<file path="config.mk">
export PLATFORM = sky130hd
export DESIGN_NAME = altera_tse_gmii_rx_frame_monitor
export DESIGN_NICKNAME = d
export VERILOG_FILES = /design/src/rtl/altera_tse_rx_mon_pkg.sv /design/src/rtl/altera_tse_rx_mon_sat_cnt.sv /design/src/rtl/altera_tse_gmii_rx_frame_monitor.sv
export SDC_FILE = /design/constraint.sdc
export NUM_CORES = 1
export LEC_CHECK = 0
export CORE_MARGIN = 2
export CORE_UTILIZATION = 40
export DETAILED_ROUTE_END_ITERATION = 7
export GPL_TIMING_DRIVEN = 1
export PLACE_DENSITY_LB_ADDON = 0.3
export SLEW_MARGIN = 30
export SYNTH_ARGS = -nofsm -noshare
export SYNTH_HDL_FRONTEND = slang
export SYNTH_HIERARCHICAL = 1
export SYNTH_SLANG_ARGS = --single-unit
</file>
<file path="constraint.sdc">
create_clock -name clk -period 5.67 [get_ports clk]
set_clock_uncertainty 0.2 [all_clocks]
set_input_delay 1.701 -clock clk [delete_from_list [all_inputs] [get_ports clk]]
set_output_delay 1.701 -clock clk [all_outputs]
set_load 0.01 [all_outputs]
</file>
<file path="src/rtl/altera_tse_rx_mon_pkg.sv">
// Shared types and constants for the GMII receive frame monitor:
// FSM states, register map, GMII framing bytes and CRC-32 helpers.
package altera_tse_rx_mon_pkg;

  typedef enum logic [2:0] {
    ST_SYNC_WAIT = 3'd0,
    ST_IDLE      = 3'd1,
    ST_PREAMBLE  = 3'd2,
    ST_DATA      = 3'd3,
    ST_DROP      = 3'd4
  } rx_state_e;

  // Register map
  localparam logic [2:0] ADDR_GOOD     = 3'd0;
  localparam logic [2:0] ADDR_RUNT     = 3'd1;
  localparam logic [2:0] ADDR_OVERSIZE = 3'd2;
  localparam logic [2:0] ADDR_ERR      = 3'd3;
  localparam logic [2:0] ADDR_SFD_ERR  = 3'd4;
  localparam logic [2:0] ADDR_OCTETS   = 3'd5;
  localparam logic [2:0] ADDR_CRC_ERR  = 3'd6;

  // Per-frame event counters share one generate loop; indices match the register map.
  localparam int CNT_GOOD      = 0;
  localparam int CNT_RUNT      = 1;
  localparam int CNT_OVERSIZE  = 2;
  localparam int CNT_ERR       = 3;
  localparam int CNT_SFD_ERR   = 4;
  localparam int NUM_FRAME_CNT = 5;

  localparam logic [7:0] PREAMBLE_BYTE = 8'h55;
  localparam logic [7:0] SFD_BYTE      = 8'hD5;

  localparam logic [31:0] CRC_POLY    = 32'h04C11DB7;
  localparam logic [31:0] CRC_INIT    = 32'hFFFFFFFF;
  localparam logic [31:0] CRC_RESIDUE = 32'hC704DD7B;

  function automatic logic [31:0] bit_rev32(input logic [31:0] v);
    logic [31:0] r;
    for (int i = 0; i < 32; i++) r[i] = v[31-i];
    return r;
  endfunction

  // LSB-first (reflected) CRC-32 update over one byte.
  function automatic logic [31:0] crc32_byte(input logic [31:0] crc, input logic [7:0] d);
    logic [31:0] c;
    logic [31:0] poly_r;
    poly_r = bit_rev32(CRC_POLY);
    c = crc ^ {24'd0, d};
    for (int i = 0; i < 8; i++) c = c[0] ? ((c >> 1) ^ poly_r) : (c >> 1);
    return c;
  endfunction

endpackage

</file>
<file path="src/rtl/altera_tse_rx_mon_sat_cnt.sv">
// Saturating statistics counter: adds i_step when i_inc, sticks at all-ones,
// and i_clr wins over a simultaneous increment.
module altera_tse_rx_mon_sat_cnt #(
  parameter int WIDTH      = 32,
  parameter int STEP_WIDTH = 1
) (
  input  logic                  clk,
  input  logic                  reset_n,
  input  logic                  i_clr,
  input  logic                  i_inc,
  input  logic [STEP_WIDTH-1:0] i_step,
  output logic [WIDTH-1:0]      o_count
);

  localparam int SUM_W = ((WIDTH > STEP_WIDTH) ? WIDTH : STEP_WIDTH) + 1;

  logic [WIDTH-1:0] r_count;
  logic [SUM_W-1:0] w_sum;
  logic [SUM_W-1:0] w_max;

  assign w_sum = SUM_W'(r_count) + SUM_W'(i_step);
  assign w_max = SUM_W'({WIDTH{1'b1}});

  always_ff @(posedge clk) begin
    if (!reset_n || i_clr) begin
      r_count <= '0;
    end else if (i_inc) begin
      r_count <= (w_sum > w_max) ? {WIDTH{1'b1}} : w_sum[WIDTH-1:0];
    end
  end

  assign o_count = r_count;

endmodule

</file>
<file path="src/rtl/altera_tse_gmii_rx_frame_monitor.sv">
// Passive GMII receive frame monitor: delineates, measures and classifies frames
// and keeps saturating statistics. Optional CRC check: define TSE_RX_MON_CRC_EN.
module altera_tse_gmii_rx_frame_monitor
  import altera_tse_rx_mon_pkg::*;
#(
  parameter int MIN_FRAME_LEN = 64,
  parameter int MAX_FRAME_LEN = 1518,
  parameter int CNT_WIDTH     = 32
) (
  input  logic                 clk,
  input  logic                 reset_n,
  input  logic [7:0]           gmii_rx_d,
  input  logic                 gmii_rx_dv,
  input  logic                 gmii_rx_err,
  input  logic                 rx_clkena,
  input  logic                 clear,
  input  logic [2:0]           address,
  input  logic                 read,
  output logic [CNT_WIDTH-1:0] readdata,
  output logic                 frame_done,
  output logic [15:0]          frame_len,
  output logic                 frame_good
);

  localparam logic [15:0] MIN_LEN = 16'(MIN_FRAME_LEN);
  localparam logic [15:0] MAX_LEN = 16'(MAX_FRAME_LEN);

  rx_state_e r_state;
  rx_state_e w_state_next;

  logic        w_start;
  logic        w_eof;
  logic        w_sfd_inc;
  logic        w_data_byte;
  logic [15:0] r_len;
  logic        r_err_flag;

  logic r_frame_done;
  logic [15:0] r_frame_len;
  logic r_frame_good;
  logic [CNT_WIDTH-1:0] r_readdata;

  logic w_crc_bad;
  logic w_cls_runt;
  logic w_cls_over;
  logic w_cls_good;

  logic [NUM_FRAME_CNT-1:0] w_evt_inc;
  logic [CNT_WIDTH-1:0]     w_cnt [NUM_FRAME_CNT];
  logic [CNT_WIDTH-1:0]     w_octets;
  logic [CNT_WIDTH-1:0]     w_crc_cnt;
  logic [CNT_WIDTH-1:0]     w_rd_mux;

  always_ff @(posedge clk) begin
    if (!reset_n) r_state <= ST_SYNC_WAIT;
    else          r_state <= w_state_next;
  end

  // All transitions are qualified by rx_clkena so 10/100 byte pacing is honoured.
  always_comb begin
    w_state_next = r_state;
    w_start      = 1'b0;
    w_eof        = 1'b0;
    w_sfd_inc    = 1'b0;
    if (rx_clkena) begin
      case (r_state)
        ST_SYNC_WAIT: begin
          if (!gmii_rx_dv) w_state_next = ST_IDLE;
        end
        ST_IDLE: begin
          if (gmii_rx_dv) begin
            if (gmii_rx_d == PREAMBLE_BYTE) begin
              w_state_next = ST_PREAMBLE;
            end else if (gmii_rx_d == SFD_BYTE) begin
              w_state_next = ST_DATA;
              w_start      = 1'b1;
            end else begin
              w_state_next = ST_DROP;
            end
          end
        end
        ST_PREAMBLE: begin
          if (!gmii_rx_dv) begin
            w_state_next = ST_IDLE;
            w_sfd_inc    = 1'b1;
          end else if (gmii_rx_err) begin
            w_state_next = ST_DROP;
          end else if (gmii_rx_d == SFD_BYTE) begin
            w_state_next = ST_DATA;
            w_start      = 1'b1;
          end else if (gmii_rx_d != PREAMBLE_BYTE) begin
            w_state_next = ST_DROP;
          end
        end
        ST_DATA: begin
          if (!gmii_rx_dv) begin
            w_state_next = ST_IDLE;
            w_eof        = 1'b1;
          end
        end
        ST_DROP: begin
          if (!gmii_rx_dv) begin
            w_state_next = ST_IDLE;
            w_sfd_inc    = 1'b1;
          end
        end
        default: w_state_next = ST_SYNC_WAIT;
      endcase
    end
  end

  assign w_data_byte = (r_state == ST_DATA) && rx_clkena && gmii_rx_dv;

  always_ff @(posedge clk) begin
    if (!reset_n) begin
      r_len      <= '0;
      r_err_flag <= 1'b0;
    end else if (w_start) begin
      r_len      <= '0;
      r_err_flag <= 1'b0;
    end else if (w_data_byte) begin
      if (r_len != 16'hFFFF) r_len <= r_len + 16'd1;
      if (gmii_rx_err)       r_err_flag <= 1'b1;
    end
  end

`ifdef TSE_RX_MON_CRC_EN
  logic [31:0] r_crc;

  always_ff @(posedge clk) begin
    if (!reset_n || w_start) r_crc <= CRC_INIT;
    else if (w_data_byte)    r_crc <= crc32_byte(r_crc, gmii_rx_d);
  end

  // Residue constant is stored MSB-first; the register shifts LSB-first.
  assign w_crc_bad = (bit_rev32(r_crc) != CRC_RESIDUE);

  altera_tse_rx_mon_sat_cnt #(
    .WIDTH      (CNT_WIDTH),
    .STEP_WIDTH (1)
  ) u_crc_cnt (
    .clk     (clk),
    .reset_n (reset_n),
    .i_clr   (clear),
    .i_inc   (w_eof && !r_err_flag && w_crc_bad),
    .i_step  (1'b1),
    .o_count (w_crc_cnt)
  );
`else
  assign w_crc_bad = 1'b0;
  assign w_crc_cnt = '0;
`endif

  // Priority: GMII error, then CRC, then length checks.
  assign w_cls_runt = !r_err_flag && !w_crc_bad && (r_len < MIN_LEN);
  assign w_cls_over = !r_err_flag && !w_crc_bad && (r_len > MAX_LEN);
  assign w_cls_good = !r_err_flag && !w_crc_bad && !(r_len < MIN_LEN) && !(r_len > MAX_LEN);

  assign w_evt_inc[CNT_GOOD]     = w_eof && w_cls_good;
  assign w_evt_inc[CNT_RUNT]     = w_eof && w_cls_runt;
  assign w_evt_inc[CNT_OVERSIZE] = w_eof && w_cls_over;
  assign w_evt_inc[CNT_ERR]      = w_eof && r_err_flag;
  assign w_evt_inc[CNT_SFD_ERR]  = w_sfd_inc;

  for (genvar gi = 0; gi < NUM_FRAME_CNT; gi++) begin : g_evt_cnt
    altera_tse_rx_mon_sat_cnt #(
      .WIDTH      (CNT_WIDTH),
      .STEP_WIDTH (1)
    ) u_cnt (
      .clk     (clk),
      .reset_n (reset_n),
      .i_clr   (clear),
      .i_inc   (w_evt_inc[gi]),
      .i_step  (1'b1),
      .o_count (w_cnt[gi])
    );
  end

  altera_tse_rx_mon_sat_cnt #(
    .WIDTH      (CNT_WIDTH),
    .STEP_WIDTH (16)
  ) u_octets_cnt (
    .clk     (clk),
    .reset_n (reset_n),
    .i_clr   (clear),
    .i_inc   (w_eof),
    .i_step  (r_len),
    .o_count (w_octets)
  );

  always_ff @(posedge clk) begin
    if (!reset_n) begin
      r_frame_done <= 1'b0;
      r_frame_len  <= '0;
      r_frame_good <= 1'b0;
    end else begin
      r_frame_done <= w_eof;
      if (w_eof) begin
        r_frame_len  <= r_len;
        r_frame_good <= w_cls_good;
      end
    end
  end

  always_comb begin
    w_rd_mux = '0;
    case (address)
      ADDR_GOOD:     w_rd_mux = w_cnt[CNT_GOOD];
      ADDR_RUNT:     w_rd_mux = w_cnt[CNT_RUNT];
      ADDR_OVERSIZE: w_rd_mux = w_cnt[CNT_OVERSIZE];
      ADDR_ERR:      w_rd_mux = w_cnt[CNT_ERR];
      ADDR_SFD_ERR:  w_rd_mux = w_cnt[CNT_SFD_ERR];
      ADDR_OCTETS:   w_rd_mux = w_octets;
      ADDR_CRC_ERR:  w_rd_mux = w_crc_cnt;
      default:       w_rd_mux = '0;
    endcase
  end

  always_ff @(posedge clk) begin
    if (!reset_n)  r_readdata <= '0;
    else if (read) r_readdata <= w_rd_mux;
  end

  assign readdata   = r_readdata;
  assign frame_done = r_frame_done;
  assign frame_len  = r_frame_len;
  assign frame_good = r_frame_good;

endmodule

</file>
# [After elaboration in Yosys (flattened, before gate mapping)]
# Index checks and enable logic that the tools add are counted.
[word_totals] ff_bits=262 in_bits=18 output_inout_bits=50 word_cells=96
[op_classes] addsub=7 order_cmp=8 n_eq_ne=16 mux=28 bitwise_logic=1 n_reduce_logical=23
[op_table] cell="greater-than comparator 33 x 32 -> 1 bit, second input constant" count=6
[op_table] cell="2-to-1 mux 32 bit" count=6
[op_table] cell="case mux 32 bit (6 select lines)" count=1
[op_table] cell="adder 32 x 1 -> 33 bit, second input constant" count=5
[op_table] cell="adder 32 x 16 -> 33 bit" count=1
[op_table] cell="2-to-1 mux 3 bit" count=8
[op_table] cell="adder 16 x 1 -> 16 bit, second input constant" count=1
[op_table] cell="greater-than comparator 16 x 11 -> 1 bit, second input constant" count=1
[op_table] cell="less-than comparator 16 x 7 -> 1 bit, second input constant" count=1
[op_table] cell="!= test 16 bit, second input constant" count=1
[op_table] cell="== test 3 x 2 -> 1 bit, second input constant" count=4
[op_table] cell="2-to-1 mux 1 bit" count=11
[op_table] cell="logical AND 1 bit" count=10
[op_table] cell="== test 3 bit, second input constant" count=3
[op_table] cell="case mux 3 bit (3 select lines)" count=1
[op_table] cell="== test 8 x 7 -> 1 bit, second input constant" count=1
[op_table] cell="== test 8 bit, second input constant" count=1
[op_table] cell="!= test 8 x 7 -> 1 bit, second input constant" count=1
[op_table] cell="== test 3 x 1 -> 1 bit, second input constant" count=2
[op_table] cell="zero test 3 bit" count=2
[op_table] cell="!= test 5 bit, second input constant" count=1
[op_table] cell="zero test 1 bit" count=4
[op_table] cell="!= test 2 bit, second input constant" count=2
[op_table] cell="AND reduction 2 bit" count=2
[op_table] cell="other kinds (6)" count=7

# [Depth between registers and ports, before layout]
# Gate-level depths: netlist of run 1.
[logic_depth] ltp_word=7 mapped_depth=11 depth_no_buf=10

# [Cells and area by module]
# The synthesis of run 1 kept the hierarchy.
[modules_own_cells] module="altera_tse_rx_mon_sat_cnt at g_evt_cnt[0].u_cnt ..." n_inst=4 cells_per_inst=195 area_each_um2=1654.1
[modules_own_cells] module="altera_tse_gmii_rx_frame_monitor" n_inst=1 cells_per_inst=563 area_each_um2=4560.6
[modules_own_cells] module="altera_tse_rx_mon_sat_cnt at u_octets_cnt" n_inst=1 cells_per_inst=247 area_each_um2=2089.5
[modules_own_cells] module="altera_tse_rx_mon_sat_cnt at g_evt_cnt[2].u_cnt" n_inst=1 cells_per_inst=199 area_each_um2=1656.6

# [Worst setup path after synthesis of run 1]
# No wires, ideal clock.
[synth_timing] kind="in2reg" from="input port rx_clkena" to="register g_evt_cnt[1].u_cnt.r_count[20]" setup_ns=0.133 arrival_ns=3.671 setup_slack_ns=1.666 stages=10 cell_sequence="nor2b_1 -> nand2_1 -> buf_2 -> buf_2 -> nor4b_1 -> clkbuf_1 -> inv_1 -> nor3_1 -> and4_1 -> nor3_1"
[synth_between] elab_chain_cells=2
[synth_rtl] element="start: declaration" line_no="altera_tse_gmii_rx_frame_monitor.sv:15" rtl="input logic rx_clkena,"
[synth_rtl] element="2-to-1 mux 1 bit" line_no="altera_tse_gmii_rx_frame_monitor.sv:65" rtl="if (rx_clkena) begin"
[synth_rtl] element="logical AND 1 bit" line_no="altera_tse_gmii_rx_frame_monitor.sv:160" rtl="assign w_evt_inc[CNT_RUNT] = w_eof && w_cls_runt;"
[synth_rtl] element="named net w_evt_inc[1]" line_no="altera_tse_gmii_rx_frame_monitor.sv:48" rtl="logic [NUM_FRAME_CNT-1:0] w_evt_inc;"
[synth_rtl] element="end signal: assignment" line_no="altera_tse_rx_mon_sat_cnt.sv:28" rtl="r_count <= (w_sum > w_max) ? {WIDTH{1'b1}} : w_sum[WIDTH-1:0];"
[synth_rtl] element="end: declaration" line_no="altera_tse_rx_mon_sat_cnt.sv:17" rtl="logic [WIDTH-1:0] r_count;"
# The timed path passes the listed nets, and every way through them passes these cells.
# A chain may end at the register's enable or synchronous reset.

# [Worst setup path after layout of run 1]
[layout_timing] from="input port rx_clkena" to="register g_evt_cnt[2].u_cnt.r_count[22]"
[layout_between] elab_chain_cells=2
[layout_rtl] element="2-to-1 mux 1 bit" line_no="altera_tse_gmii_rx_frame_monitor.sv:65"
[layout_rtl] element="logical AND 1 bit" line_no="altera_tse_gmii_rx_frame_monitor.sv:161" rtl="assign w_evt_inc[CNT_OVERSIZE] = w_eof && w_cls_over;"
[layout_rtl] element="named net w_evt_inc[2]" line_no="altera_tse_gmii_rx_frame_monitor.sv:48"
[layout_rtl] element="end signal: assignment" line_no="altera_tse_rx_mon_sat_cnt.sv:28"
[layout_rtl] element="end: declaration" line_no="altera_tse_rx_mon_sat_cnt.sv:17"
# The timed path passes the listed nets, and every way through them passes these cells.

==> metrics.md, run 1 <==
| Metric | Value |
|---|---|
| Status | finished, final reports clean |
| Hold path start | frame_len[6] |
| Initial antenna violation count | 0 |
| H-tree Lvls | 1 |
| Post-synth top area share | 35.1% |
| Pwr/cell area | 243 nW/um^2 |
| CP Data Arrival Time | 4.58 ns |
| Ys async rst share | 0% |
| Top FF cell, synth | dfxtp_1 |
| Worst Slack Setup Final | 1.36 ns |
| DR WL/cell | 20.4 um |
| Share of cells above drive strength 1 | 9.80% |
| Clock latency on the worst-skew pair | 0.57 ns |
| Worst hold path cell count | 2 |
| Maximum vdd drop | 0.000226 V |
| DR pass1 iterations | 6 |
| Internal | 3170 uW |
| FF+latch count, synth | 262 |
| Worst r2r dst | u_octets_cnt/o_count[18] |
| Root Buffer Master | clkbuf_16 |
| Post-route minimum period | 4.31 ns |
| Post-synth EDFFs | 0 |
| Most used cell, CP | buf_4 |
| Tot GR Track Use | 23.5% |
| Vias/cell | 6.23 |
| HPWL Detailed | 33,900 um |
| DRC Markers | 0 |
| Detail Route Antenna Nets | 0 |
| Starting Density | 40.7% |
| Final Max Slew Viols | 0 |
| Critical Path, Cell by Cell | clkdlybuf4s50_1 -> nor2b_1 -> nand2_1 -> buf_4 -> nor3b_2 -> buf_4 -> inv_1 -> nor3_1 -> a21oi_1 -> a211oi_1 |
| Routability cong. | 0.895 |
| Hold path endpoint | frame_len[6] |
| Sw Ratio | 22.7% |
| FMAX | 232 MHz |
| First-pass GRT wire length | 73,100 um |
| RSZ-0062 raised after global routing | no |
| Hold buffer count at cts | 0 |
| DR iter-0 viols | 1,422 |
| CTS Buf Count | 30 |
| Post-Syn Area per Cell | 8.34 sq um |
| Clk pin slew, worst setup/hold paths | 0.06 ns |
| Ys Warns | 6 |
| Crit path kind | in -> reg |
| Core area | 36,700 sq um |
| Pin count of the biggest net entering global routing | 64 |
| Vias in the first global route | 12,861 |
| Critical Path End Type | flip-flop |
| CTS tree | done |
| Die Wd | 197 um |
| Die height | 197 um |
| Place WS | 0.855 ns |
| Worst-margin pin slew | 1.05 ns |
| Slew headroom | 29.0% |
| P_sw | 928 uW |
| Combinational power share | 4.2% |
| Final #Nets | 1,856 |
| Total via count in the routed design | 14,306 |
| GR Overflow Total | 0 |
| Clock power frac | 50.4% |
| CP Launch Type | primary input |
| CP max FO | 32 |
| Routed WL | 46,700 um |
| Yosys top cell by area | dfxtp_1 |
| Tcrit/Tclk final | 76.0% |
| Top post-synthesis cells by count | 262 x dfxtp_1, 175 x o21ai_0, 127 x nor2_1, 116 x nand2_1, 114 x a21oi_1 |
| Max-cap viol count | 0 |
| Worst-case reg-to-reg path depth | 10 |
| R2R Setup Slk | 2.16 ns |
| Setup repair bufs after CTS | 0 |
| Reg2Reg Launch Point | r_len[0] |
| IO Pins | 68 |
| Seq pwr share | 45.4% |
| Crit path required time | 5.93 ns |
| Die area | 38,900 sq um |
| Critical Path Max Stage Delay | 0.56 ns |
| Clk sinks | 262 |
| Setup_tns | 0 ns |
| Post-CTS Resized | 0 |
| Input/output buffers | 67 |
| Static leakage | 0.00540 uW |
| Ant. Diodes | 0 |
| Most numerous cell in the Yosys netlist | dfxtp_1 |
| Synth Cell Area | 14,900 sq um |
| Setup violators final | 0 |
| Final Hold Viols | 0 |
| Mapped Cells | 1,789 |
| Standard-cell rows | 70 |
| Hold Path Class | reg -> reg |
| Clock Path Buffers | 3 |
| Seq/Total Area, Yosys | 35.1% |
| Slowest CP cell | nor3_1 |
| Top cells by area, synth | dfxtp_1 35%, o21ai_0 5.9%, a21oi_1 3.8% |
| Library cells used by synthesis | 85 |
| Synth-to-Final Area Change | 13.0% |
## per-stage QoR
stage	power [uW]	utilization (%)	hold slack [ns]	cells	area, sq um
after global placement	2070	43.1	0.252	2241	15800
after detailed placement	2070	43.1	0.259	2241	15800
final	4090	46.0	0.258	2295	16900
after floorplan	2000	-	0.239	1798	15000
after global routing	4230	46.0	0.290	2295	16900
after CTS	4120	45.9	0.264	2295	16900
## final cells by class
cell class	instances	area (sq um)
clock buffer	39	825
fill	3552	19800
clock inverter	15	225
inverter	29	109
timing repair buffer	85	793
tap	468	586
multi-input combinational	1397	9080
sequential	262	5250
## cells in the final DEF, fill, tap and decap left out, types with 54 or more instances in the layout
cell type	netlist	layout
clkdlybuf4s50_1	0	62
nor3_1	97	96
and4_1	54	54
dfxtp_1	262	262
o21ai_0	175	175
nor2_1	127	127
a31oi_1	69	69
a21oi_1	114	114
nand2_1	116	116
nand3_1	70	70
## power by group through the flow
stage               Clock, uW  Combinational (uW)  Sequential [uW]
global placement            0                 167             1900
floorplan                   0                98.9             1900
detailed placement          0                 169             1900
global route             2180                 184             1860
finish                   2060                 171             1860
CTS                      2090                 169             1860
## sequential cells by signal, summed over array words and instances (netlist names)
register / count
g_evt_cnt.u_cnt/o_count: 160
r_err_flag: 1
readdata: 32
frame_good: 1
frame_len: 16
frame_done: 1
r_state: 3
u_octets_cnt/o_count: 32
r_len: 16
## cells by family after synthesis
logic type / synth area share, %
adders and majority gates: 2.82
other: 0.0251
and+or+nand+nor: 26.5
buffers and inverters: 4.48
DFF: 35.1
xor gates and xnor gates: 1.64
AOI/OAI and AO/OA: 24.4
muxes: 5.01
## metal layers
metal	share of wire [%]	GRT usage, %	up-vias
li1	-	-	6860
met1	45	32.8	6806
met2	44	36.8	558
met3	6.8	3.11	82
met4	3.9	9.02	0
met5	0	0	-
## how the worst max path moves through the flow
stage / slack, ns / depth (start not counted) / end / from
floorplan: 1.67 / 10 / g_evt_cnt[1].u_cnt/o_count[20] / rx_clkena
global placement: 0.97 / 10 / g_evt_cnt[2].u_cnt/o_count[24] / rx_clkena
detailed placement: 0.85 / 10 / g_evt_cnt[2].u_cnt/o_count[22] / rx_clkena
CTS: 1.42 / 10 / g_evt_cnt[2].u_cnt/o_count[22] / rx_clkena
global route: 1.19 / 10 / g_evt_cnt[2].u_cnt/o_count[24] / rx_clkena
finish: 1.36 / 10 / g_evt_cnt[2].u_cnt/o_count[22] / rx_clkena
## critical path, delay by kind of cell
family / cells / cell delay, ns
AOI/OAI and AO/OA: 2 / 0.41
buffers and inverters: 4 / 1.24
and+or+nand+nor: 4 / 1.19
(Power assumes the default switching activity.)
==> inputs of run 2 (changes only) <==
==> constraint.sdc (replaced) <==
create_clock -name clk -period 3.7 [get_ports clk]
set_clock_uncertainty 0.2 [all_clocks]
set_input_delay 1.11 -clock clk [delete_from_list [all_inputs] [get_ports clk]]
set_output_delay 1.11 -clock clk [all_outputs]
set_load 0.01 [all_outputs]
==> metrics.md, run 2 (synthesis results as in run 1) <==
| Metric | Value |
|---|---|
| Status | finished, final reports clean |
| Slowest CP cell | a2111oi_4 |
| Starting Density | 40.7% (unchanged) |
| Post-route minimum period | 3.35 ns |
| Max-cap viol count | 0 (unchanged) |
| Internal | 4790 uW (+51%) |
| Final #Nets | 1,912 (+3.0%) |
| Standard-cell rows | 70 (unchanged) |
| CP Data Arrival Time | 3.62 ns (-0.96 ns) |
| Ant. Diodes | 0 (unchanged) |
| Crit path required time | 3.96 ns (-1.97 ns) |
| Maximum vdd drop | 0.000297 V (+32%) |
| Setup repair bufs after CTS | 0 (unchanged) |
| Crit path kind | reg -> reg |
| Seq pwr share | 45.9% (+0.5 points) |
| Clock power frac | 49.6% (-0.8 points) |
| RSZ-0062 raised after global routing | no |
| Core area | 36,700 sq um (unchanged) |
| P_sw | 1430 uW (+54%) |
| Root Buffer Master | clkbuf_16 |
| Fin util | 47.0% (+1.1 points) |
| Post-CTS Resized | 0 (unchanged) |
| FMAX | 298 MHz |
| Clock latency on the worst-skew pair | 0.57 ns (about the same) |
| Die height | 197 um (unchanged) |
| Total via count in the routed design | 14,620 (+2.2%) |
| Hold Path Class | reg -> reg |
| Routability cong. | 0.918 (+2.6%) |
| Sw Ratio | 23.0% (+0.36 points) |
| DR pass1 iterations | 7 (+1) |
| Static leakage | 0.00567 uW (+5.0%) |
| Detail Route Antenna Nets | 0 (unchanged) |
| Pin count of the biggest net entering global routing | 41 (-36%) |
| Initial antenna violation count | 0 (unchanged) |
| Slew headroom | 51.4% (+22 points) |
| Buf/Inv on CP | 2 (-2) |
| Most frequent cells in the layout | 262 x dfxtp_1, 175 x o21ai_0, 127 x nor2_1 |
| Clk pin slew, worst setup/hold paths | 0.06 ns (about the same) |
| Hold buffer count at cts | 0 (unchanged) |
| First-pass GRT wire length | 73,300 um (+0.40%) |
| Clk sinks | 262 (unchanged) |
| Worst-margin pin slew | 0.726 ns (-0.328 ns) |
| Setup violators final | 0 (unchanged) |
| Critical Path Max Stage Delay | 0.49 ns (-0.07 ns) |
| Combinational power share | 4.5% (+0.3 points) |
| CP Launch Type | flip-flop |
| Routed WL | 47,500 um (+1.6%) |
| Commonest non-fill, non-tap cell in the layout | dfxtp_1 |
| CP max FO | 7 (-78%) |
| Synth-to-Final Area Change | 15.7% |
| Final Max Slew Viols | 0 (unchanged) |
| GR Overflow Total | 0 (unchanged) |
| R2R Setup Slk | 0.35 ns (-1.81 ns) |
| DRC Markers | 0 (unchanged) |
| Die Wd | 197 um (unchanged) |
| DR iter-0 viols | 1,577 (+11%) |
| Cell family with the largest share of critical-path delay | compound AO/OA/AOI/OAI gates |
| Clock Path Buffers | 3 (unchanged) |
| Final Hold Viols | 0 (unchanged) |
| Power, Total | 6220 uW (+52%) |
| Fillers | 3,536 (-0.45%) |
| DR WL/cell | 20.2 um (-0.88%) |
| HPWL Detailed | 35,200 um (+3.7%) |
| H-tree Lvls | 1 (unchanged) |
| Tot GR Track Use | 23.6% (+0.12 points) |
| Tcrit/Tclk final | 90.6% |
| IO Pins | 68 (unchanged) |
| CTS tree | done |
| Pwr/cell area | 360 nW/um^2 (+48%) |
| Flip-flop count of the largest register after layout | 160 (unchanged) |
| Critical Path End Type | flip-flop |
| Input/output buffers | 67 (unchanged) |
| Vias in the first global route | 13,048 (+1.5%) |
| Die area | 38,900 sq um (unchanged) |
| Share of cells above drive strength 1 | 12.5% (+2.7 points) |
| Critical Path, Cell by Cell | inv_1 -> fa_1 -> nand2b_1 -> a21oi_2 -> o211ai_2 -> a211o_2 -> a2111oi_4 -> buf_4 -> nor3_1 -> a211oi_1 |
| CTS Buf Count | 31 (+3.3%) |
| Vias/cell | 6.21 (-0.32%) |
-- run 2: worst min-delay path, cell delays in order, from the launching register on --
cell	delay [ns]
dfxtp_1	0.31
nand2_1	0.04
a21boi_0	0.06
-- run 2: layout make-up --
| cell class | instances | area (sq um) | area share [%] |
|---|---|---|---|
| multi-input cells | 1397 | 9070 | 52.5 |
| well taps | 468 | 586 | 3.39 |
| repair buffers | 140 | 1220 | 7.06 |
| inverters | 29 | 109 | 0.630 |
| clock buffers | 47 | 956 | 5.54 |
| flip-flops and latches | 262 | 5250 | 30.4 |
| clock inverters | 10 | 82.6 | 0.478 |
-- run 2: worst paths after layout --
| kind | startpoint | to | cells after the start |
|---|---|---|---|
| worst min-delay path | frame_len[9] | frame_len[9] | 2 |
| worst max register to register | r_len[1] | u_octets_cnt/o_count[19] | 10 |
| worst max-delay path | r_len[1] | u_octets_cnt/o_count[19] | 10 |
| worst min register to register | frame_len[9] | frame_len[9] | 2 |
-- run 2: layer usage --
| metal | vias to the layer above | wire length (um) | share of wire [%] | track usage (%) |
|---|---|---|---|---|
| met5 | - | 0 | 0 | 0 |
| met3 | 89 | 3330 | 7.0 | 2.99 |
| met1 | 6943 | 21100 | 44 | 32.5 |
| li1 | 6998 | - | - | - |
| met4 | 0 | 1840 | 3.9 | 9.19 |
| met2 | 590 | 21300 | 45 | 37.6 |
-- run 2: metrics by stage --
step                      hold WS, ns  setup TNS, ns  instances  instance area, sq um  setup slack (ns)
after floorplan                 0.239              0       1798                 15000             0.287
after global placement          0.253         -0.399       2296                 16200           -0.0933
after detailed placement        0.257         -0.195       2296                 16200           -0.0784
after CTS                       0.265              0       2353                 17300             0.404
after global routing            0.283              0       2353                 17300             0.199
final                           0.260              0       2353                 17300             0.347
-- run 2: power by group through the flow --
stage	registers [uW]	clock network, uW	logic (uW)
floorplan	2920	0	152
global placement	2910	0	276
detailed placement	2910	0	277
CTS	2850	3140	279
global route	2850	3260	301
finish	2850	3090	280
